## src/rtl/prog_counter_pkg.sv

```systemverilog
// ---------------------------------------------------------------------------
// prog_counter_pkg
// Shared definitions for the programmable modulo counter family and for the
// timer blocks built on top of it.
//   W_MAX       : widest counter/modulus supported by the family
//   count_dir_e : decode of the one-bit direction input
//   clamp_mod   : modulus sanitisation (a zero modulus is stored as 1)
// ---------------------------------------------------------------------------
package prog_counter_pkg;

  localparam int W_MAX = 16;

  typedef enum logic {
    DIR_DOWN = 1'b0,
    DIR_UP   = 1'b1
  } count_dir_e;

  // A modulus of zero has no meaning; treat it as modulus 1 so that
  // m_reg-1 can never underflow.
  function automatic logic [W_MAX-1:0] clamp_mod(input logic [W_MAX-1:0] m);
    logic [W_MAX-1:0] res;
    if (m == {W_MAX{1'b0}}) begin
      res = {{(W_MAX-1){1'b0}}, 1'b1};
    end else begin
      res = m;
    end
    return res;
  endfunction

endpackage

```

## src/rtl/tick_prescaler.sv

```systemverilog
// ---------------------------------------------------------------------------
// tick_prescaler
// Divides the count enable by PRESCALE: tick is high on every PRESCALE-th
// enabled cycle. Only built when PROG_MOD_COUNTER_PRESCALE_EN is defined.
//   clk   : clock
//   reset : asynchronous, active-high reset
//   en    : advance the internal count
//   sclr  : synchronous clear of the internal count
//   tick  : en & (count == PRESCALE-1), combinational
// ---------------------------------------------------------------------------
`ifdef PROG_MOD_COUNTER_PRESCALE_EN
module tick_prescaler #(
  parameter int PRESCALE = 4
) (
  input  logic clk,
  input  logic reset,
  input  logic en,
  input  logic sclr,
  output logic tick
);

  localparam int PW = (PRESCALE > 1) ? $clog2(PRESCALE) : 1;
  localparam logic [PW-1:0] LAST = PW'(PRESCALE - 1);
  localparam logic [PW-1:0] ZERO = PW'(0);
  localparam logic [PW-1:0] ONE  = PW'(1);

  logic [PW-1:0] pre_cnt_r;
  logic [PW-1:0] pre_cnt_next_s;

  assign tick = en & (pre_cnt_r == LAST);

  // Next value of the prescale count: clear wins, then wrap on tick.
  always_comb begin
    pre_cnt_next_s = pre_cnt_r;
    if (sclr) begin
      pre_cnt_next_s = ZERO;
    end else if (tick) begin
      pre_cnt_next_s = ZERO;
    end else if (en) begin
      pre_cnt_next_s = pre_cnt_r + ONE;
    end else begin
      pre_cnt_next_s = pre_cnt_r;
    end
  end

  // Prescale count register.
  always_ff @(posedge clk or posedge reset) begin
    if (reset) begin
      pre_cnt_r <= ZERO;
    end else begin
      pre_cnt_r <= pre_cnt_next_s;
    end
  end

endmodule
`endif

```

## src/rtl/prog_mod_counter.sv

```systemverilog
// ---------------------------------------------------------------------------
// prog_mod_counter
// Runtime-programmable up/down modulo counter with clear, parallel load,
// writable modulus and a cascadable carry/borrow output.
// Optional prescaler: define PROG_MOD_COUNTER_PRESCALE_EN to add the
// PRESCALE parameter and gate each count step by a tick_prescaler.
//   clk      : clock
//   reset    : asynchronous, active-high reset
//   en       : count enable
//   up       : 1 = increment, 0 = decrement
//   clr      : synchronous clear of q (and prescaler)
//   load     : synchronous load of d (clamped to m_reg-1)
//   d        : load value
//   m_wr     : write m_in into the modulus register
//   m_in     : new modulus (0 is stored as 1)
//   q        : count value, registered
//   max_tick : q == m_reg-1
//   min_tick : q == 0
//   co       : carry/borrow, high when a step wraps
// ---------------------------------------------------------------------------
module prog_mod_counter
  import prog_counter_pkg::*;
#(
  parameter int W       = 8,
  parameter int M_RESET = 10
`ifdef PROG_MOD_COUNTER_PRESCALE_EN
  ,
  parameter int PRESCALE = 4
`endif
) (
  input  logic         clk,
  input  logic         reset,
  input  logic         en,
  input  logic         up,
  input  logic         clr,
  input  logic         load,
  input  logic [W-1:0] d,
  input  logic         m_wr,
  input  logic [W-1:0] m_in,
  output logic [W-1:0] q,
  output logic         max_tick,
  output logic         min_tick,
  output logic         co
);

  localparam logic [W-1:0] ZERO_W    = W'(0);
  localparam logic [W-1:0] ONE_W     = W'(1);
  localparam logic [W-1:0] M_RESET_W = W'(M_RESET);

  logic [W-1:0] q_r;
  logic [W-1:0] m_reg_r;
  logic [W-1:0] q_next_s;
  logic [W-1:0] m_next_s;
  logic [W-1:0] m_last_s;
  logic         wrap_s;
  logic         step_s;
  count_dir_e   dir_s;

  assign dir_s    = count_dir_e'(up);
  assign m_last_s = m_reg_r - ONE_W;

`ifdef PROG_MOD_COUNTER_PRESCALE_EN
  logic pre_tick_s;
  logic pre_sclr_s;

  assign pre_sclr_s = clr | load;

  tick_prescaler #(
    .PRESCALE (PRESCALE)
  ) u_tick_prescaler (
    .clk   (clk),
    .reset (reset),
    .en    (en),
    .sclr  (pre_sclr_s),
    .tick  (pre_tick_s)
  );

  assign step_s = en & pre_tick_s;
`else
  assign step_s = en;
`endif

  // Wrap detection. Counting down also wraps from an out-of-range q
  // (left behind by a modulus shrink) so the counter self-corrects.
  always_comb begin
    wrap_s = 1'b0;
    case (dir_s)
      DIR_UP:   wrap_s = (q_r >= m_last_s);
      DIR_DOWN: wrap_s = (q_r == ZERO_W) || (q_r >= m_reg_r);
      default:  wrap_s = 1'b0;
    endcase
  end

  // Count next-state: clear, then load, then step, else hold.
  always_comb begin
    q_next_s = q_r;
    if (clr) begin
      q_next_s = ZERO_W;
    end else if (load) begin
      if (d < m_reg_r) begin
        q_next_s = d;
      end else begin
        q_next_s = m_last_s;
      end
    end else if (step_s) begin
      case (dir_s)
        DIR_UP:   q_next_s = wrap_s ? ZERO_W : (q_r + ONE_W);
        DIR_DOWN: q_next_s = wrap_s ? m_last_s : (q_r - ONE_W);
        default:  q_next_s = q_r;
      endcase
    end else begin
      q_next_s = q_r;
    end
  end

  // Modulus next-state; a write only takes effect from the next cycle.
  always_comb begin
    m_next_s = m_reg_r;
    if (m_wr) begin
      m_next_s = W'(clamp_mod(W_MAX'(m_in)));
    end else begin
      m_next_s = m_reg_r;
    end
  end

  // Count and modulus registers.
  always_ff @(posedge clk or posedge reset) begin
    if (reset) begin
      q_r     <= ZERO_W;
      m_reg_r <= M_RESET_W;
    end else begin
      q_r     <= q_next_s;
      m_reg_r <= m_next_s;
    end
  end

  assign q        = q_r;
  assign max_tick = (q_r == m_last_s);
  assign min_tick = (q_r == ZERO_W);
  assign co       = step_s & ~clr & ~load & wrap_s;

endmodule

```

## config.mk

```make
export PLATFORM = sky130hd
export DESIGN_NAME = prog_mod_counter
export DESIGN_NICKNAME = d
export VERILOG_FILES = /design/src/rtl/prog_counter_pkg.sv /design/src/rtl/tick_prescaler.sv /design/src/rtl/prog_mod_counter.sv
export SDC_FILE = /design/constraint.sdc
export NUM_CORES = 1
export LEC_CHECK = 0
export CAP_MARGIN = 20
export CORE_ASPECT_RATIO = 2
export CORE_MARGIN = 2
export CORE_UTILIZATION = 50
export CTS_BUF_LIST = sky130_fd_sc_hd__clkbuf_4 sky130_fd_sc_hd__clkbuf_8
export DETAILED_ROUTE_END_ITERATION = 10
export PLACE_DENSITY_LB_ADDON = 0.3
export SYNTH_ARGS = -nofsm -noshare
export SYNTH_HDL_FRONTEND = slang
export SYNTH_SLANG_ARGS = --single-unit
```

## constraint.sdc

```tcl
create_clock -name clk -period 4.5 [get_ports clk]
set_clock_uncertainty 0.15 [all_clocks]
set_input_delay 0.9 -clock clk [delete_from_list [all_inputs] [get_ports clk]]
set_output_delay 0.9 -clock clk [all_outputs]
set_load 0.03 [all_outputs]
```

After elaboration in Yosys (flattened, before gate mapping) --
Cells that the tools add are included.
Operators by class: $add $sub $neg 3, magnitude comparators 3, equality and inequality tests 1, mux-type cells 9, bitwise logic cells 6, reduce and logical (&&, ||, !) cells 4
Operators with widths (number):
- 2-to-1 mux 8 bit | 7
- >= comparator 8 bit | 2
- zero test 8 bit | 2
- one-hot mux 8 bit (2 select lines) | 1
- subtractor 8 x 1 -> 8 bit, second input constant | 2
- adder 8 x 1 -> 8 bit, second input constant | 1
- equality test 8 bit | 1
- < comparator 8 bit | 1
- bitwise AND 1 bit | 3
- inverter 1 bit | 3
- nonzero test 3 bit | 1
- one-hot mux 1 bit (2 select lines) | 1
- logical OR 1 bit | 1
Storage, ports and cells: register bits after elaboration 16, input port bits 23, word-level logic and storage cells 28

Depth between registers and ports, before layout --
depth after elaboration 8, depth in mapped cells 12, gate-level depth less buffers 12

Least setup slack after synthesis --
OpenSTA, ideal clock, no wires.
path kind register -> output, from register m_reg_r[2], to output co, arrival time 3.140 ns, data required time 3.450 ns, slack 0.310 ns, stages on the path, launching flop included 9, buffers on the path 0, path through dfrtp_1 > or4_1 > or4_1 > xnor2_1 > inv_1 > ha_1 > nand4_1 > o31ai_1 > o2111a_1
Between the ends: longest elaborated chain between the ends 4, elaborated cells on any way between the ends 6, classes of those cells 1 x add/sub; 2 x order compare; 1 x mux; 1 x bitwise; 1 x reduce/logical
Ends and longest elaborated chain:
- start: declaration | RTL line prog_mod_counter.sv:51 | logic [W-1:0] m_reg_r;
- start signal: assignment | RTL line prog_mod_counter.sv:133 | m_reg_r <= m_next_s;
- subtractor 8 x 1 -> 8 bit / >= comparator 8 bit (equally long branches) | RTL line prog_mod_counter.sv:60, prog_mod_counter.sv:89
- >= comparator 8 bit / logical OR 1 bit (equally long branches) | RTL line prog_mod_counter.sv:88, prog_mod_counter.sv:89
- one-hot mux 1 bit (2 select lines) (*) | RTL line prog_mod_counter.sv:87 | case (dir_s)
- bitwise AND 1 bit (*) | RTL line prog_mod_counter.sv:140 | assign co = step_s & ~clr & ~load & wrap_s;
- end: declaration | RTL line prog_mod_counter.sv:43 | output logic co
Mark *: on every way between the ends. The rest lies on a longest branch, timed or not.

Final worst setup path --
Ends and elaborated chain as after synthesis.

==> metrics <==
chip width=slightly below 50 um; final setup violation count=0; outcome=finished, final reports clean; Clock Path Buffers=2; sequential area share after synthesis=~20%; Synth async-reset ratio=100%; Max H-tree Level=1; antenna viol nets, final=0; I/O Pins=34; Clock Sink Count=16; Hold WC Path Type=flop to flop; Mapped Area=2050 sq um; Final Max Slew Viols=0; CTS Root Cell=clkbuf_8; Iteration-0 DRC Markers=78; GRT Total Usage=between 20% and 30%; TritonCTS clock tree=done; gpl congestion=slightly below 1; dominant synthesized flop cell=dfrtp_1; DIE HEIGHT=94.6 um; hold_buf cts=0; clock-pin slew on the worst setup and hold paths=approximately 60 ps; Cells after Synth=approximately 250; max-cap violations=0; synth unique cells=a little under 60; Final HPWL DP=4490 um; type of origin of the critical path=flop; initial antenna violation count=0; Die Area=about 4700 sq um; Worst Path Arrival=3290 ps; vias per cell=between 6 and 7; Leakage=0.00105 uW; vias in the first global route=about 2,000; worst slew pin tran=~950 ps; Syn-to-layout area delta=19.2%; Post-synth EDFFs=0; Post-Syn Nets=295; Yosys warnings=0; unrepaired setup endpoints after global routing=true; Final Cycle Share=a little over nine tenths; # DRC=0; Setup CP Type=flop to output port; pwr/cell area=approximately 320 nW/um^2; DP Area=2390 sq um; FP Rows=33; Via Count=2,017; layout cell share with drive strength beyond 1=between 10% and 20%; kind of end point of the critical path=output port; wire length per cell=between 15 and 20 um; Worst slew margin=a little under two fifths; first-pass GRT wire length=approximately 9400 um; Design Area, Final=around 2400 sq um; Syn Area/Cell=approximately 8.4 sq um; final net count=roughly 330; core area=around 4000 sq um; Fmax=between 200 and 250 MHz; effective utilization at floorplan=around 51%; Skew-Pair Late Insertion Delay=between 200 and 300 ps; GRT Residual Overflow=0; CP max FO=5; #FFs+latches synth=16; Worst VDD drop=about 0.19 mV; Req. time, crit path=about 3500 ps; CTS buffer count=3; Final Routed Wirelength=about 5700 um; Port Buffers=33; Setup Total Neg Slack=0 ps; largest net degree at the start of global routing=17; Pre-antenna DRT Iters=4; Ant. Diodes=0; final hold violation count=0; min Tclk post-route=about 4300 ps
## sequential cells by signal (all words and copies together) (netlist names)
signal / flops
q: 8
m_reg_r: 8
## Yosys cell counts (2+ instances only)
master,count,share of area (%)
nand2b_1,8,2.4
and3_2,2,0.73
o21a_1,3,1.1
buf_6,2,1.1
nor4_1,6,1.8
nand4_1,4,1.2
dfstp_2,2,2.6
ha_1,27,16
a2111oi_2,2,1.5
inv_1,18,3.3
o211a_1,2,0.98
and3_1,2,0.61
nand3_1,7,1.7
nor3b_1,3,1.1
xnor2_1,9,3.8
o221ai_1,2,0.85
a21oi_1,8,2.0
xor2_1,6,2.6
nor2_1,18,3.3
mux2i_1,4,2.0
o21ai_0,19,4.6
o211ai_1,2,0.73
a211oi_1,9,3.3
nand2_1,16,2.9
clkbuf_1,6,1.1
or4_1,3,1.1
clkbuf_8,3,2.0
or3_2,2,0.73
a211o_1,3,1.3
nor3_1,5,1.2
dfrtp_1,14,17
## power breakdown
part	total [uW]	switching, uW	internal (uW)
registers	206	43.4	163
clock network	122	53.1	68.9
logic	444	250	195
## logic make-up after synthesis
logic type                 synth area share, %
and+or+nand+nor                           24.0
adders and majority gates                 16.5
xor gates and xnor gates                  6.41
muxes                                     3.05
AOI/OAI and AO/OA                         22.6
buffers and inverters                     7.75
DFF                                       19.6
## worst max-delay path: stages (launching register included)
cell	delay [ps]
dfrtp_1	420
or4_1	560
or4_1	430
xnor2_1	270
inv_1	90
ha_1	290
nand4_1	120
o31ai_2	420
o2111a_1	260
buf_4	160
## path summary, 6_finish.rpt
path	start	end	slack [ps]	cells past startpoint
setup / recovery	m_reg_r[2]$_DFFE_PP0P_	co	160	9
hold / removal	m_reg_r[3]$_DFFE_PP1P_	m_reg_r[3]$_DFFE_PP1P_	470	2
setup reg to reg	m_reg_r[2]$_DFFE_PP0P_	q[3]$_DFFE_PP0P_	790	11
hold reg to reg	m_reg_r[3]$_DFFE_PP1P_	m_reg_r[3]$_DFFE_PP1P_	470	2
max in group asynchronous	reset	m_reg_r[7]$_DFFE_PP0P_	2900	2
min in group asynchronous	reset	q[4]$_DFFE_PP0P_	880	2
## per-stage QoR
stage	total power, uW	cells	hold slack [ps]	setup slack (ps)	util (%)
5_1_grt	825	327	495	-3.97	61.0
4_1_cts	766	327	472	57.0	60.9
2_1_floorplan	519	245	374	310	-
3_5_place_dp	643	323	462	343	59.7
6_report	773	327	469	163	61.0
3_3_place_gp	631	323	450	456	59.7
## metal layers
metal	GRT usage, %	up-vias	wire (um)
met5	0	-	0
met2	46.4	74	2900
met3	2.53	22	283
met1	30.3	953	2280
met4	13.1	0	235
li1	-	968	-
## area by class of cell
| type | instances | area (sq um) |
|---|---|---|
| clock buffers | 4 | 48.8 |
| fillers | 383 | 1560 |
| inverters | 18 | 67.6 |
| multi-input cells | 199 | 1490 |
| flip-flops and latches | 16 | 403 |
| well taps | 52 | 65.1 |
| repair buffers | 38 | 365 |
## cells in the final DEF (no fill, tap or decap), drive strengths merged, types with 4 or more instances in the layout
master and instances:
clkbuf 4, nand3 7, nand4 4, nor2 18
nand2b 8, nand2 16, xor2 6, and3 4
nor4 6, buf 6, clkdlybuf4s50 32, ha 27
a21oi 8, a211oi 9, o21ai 19, xnor2 9
nor3 6, mux2i 4, or4 4, inv 18
dfrtp 14
## repair_timing
item,CTS,global route
setup endpoints to repair,0,1
resized for setup,0,1
setup buffers,0,0
hold endpoints to repair,0,0
Power figures use the tool's default switching activity.
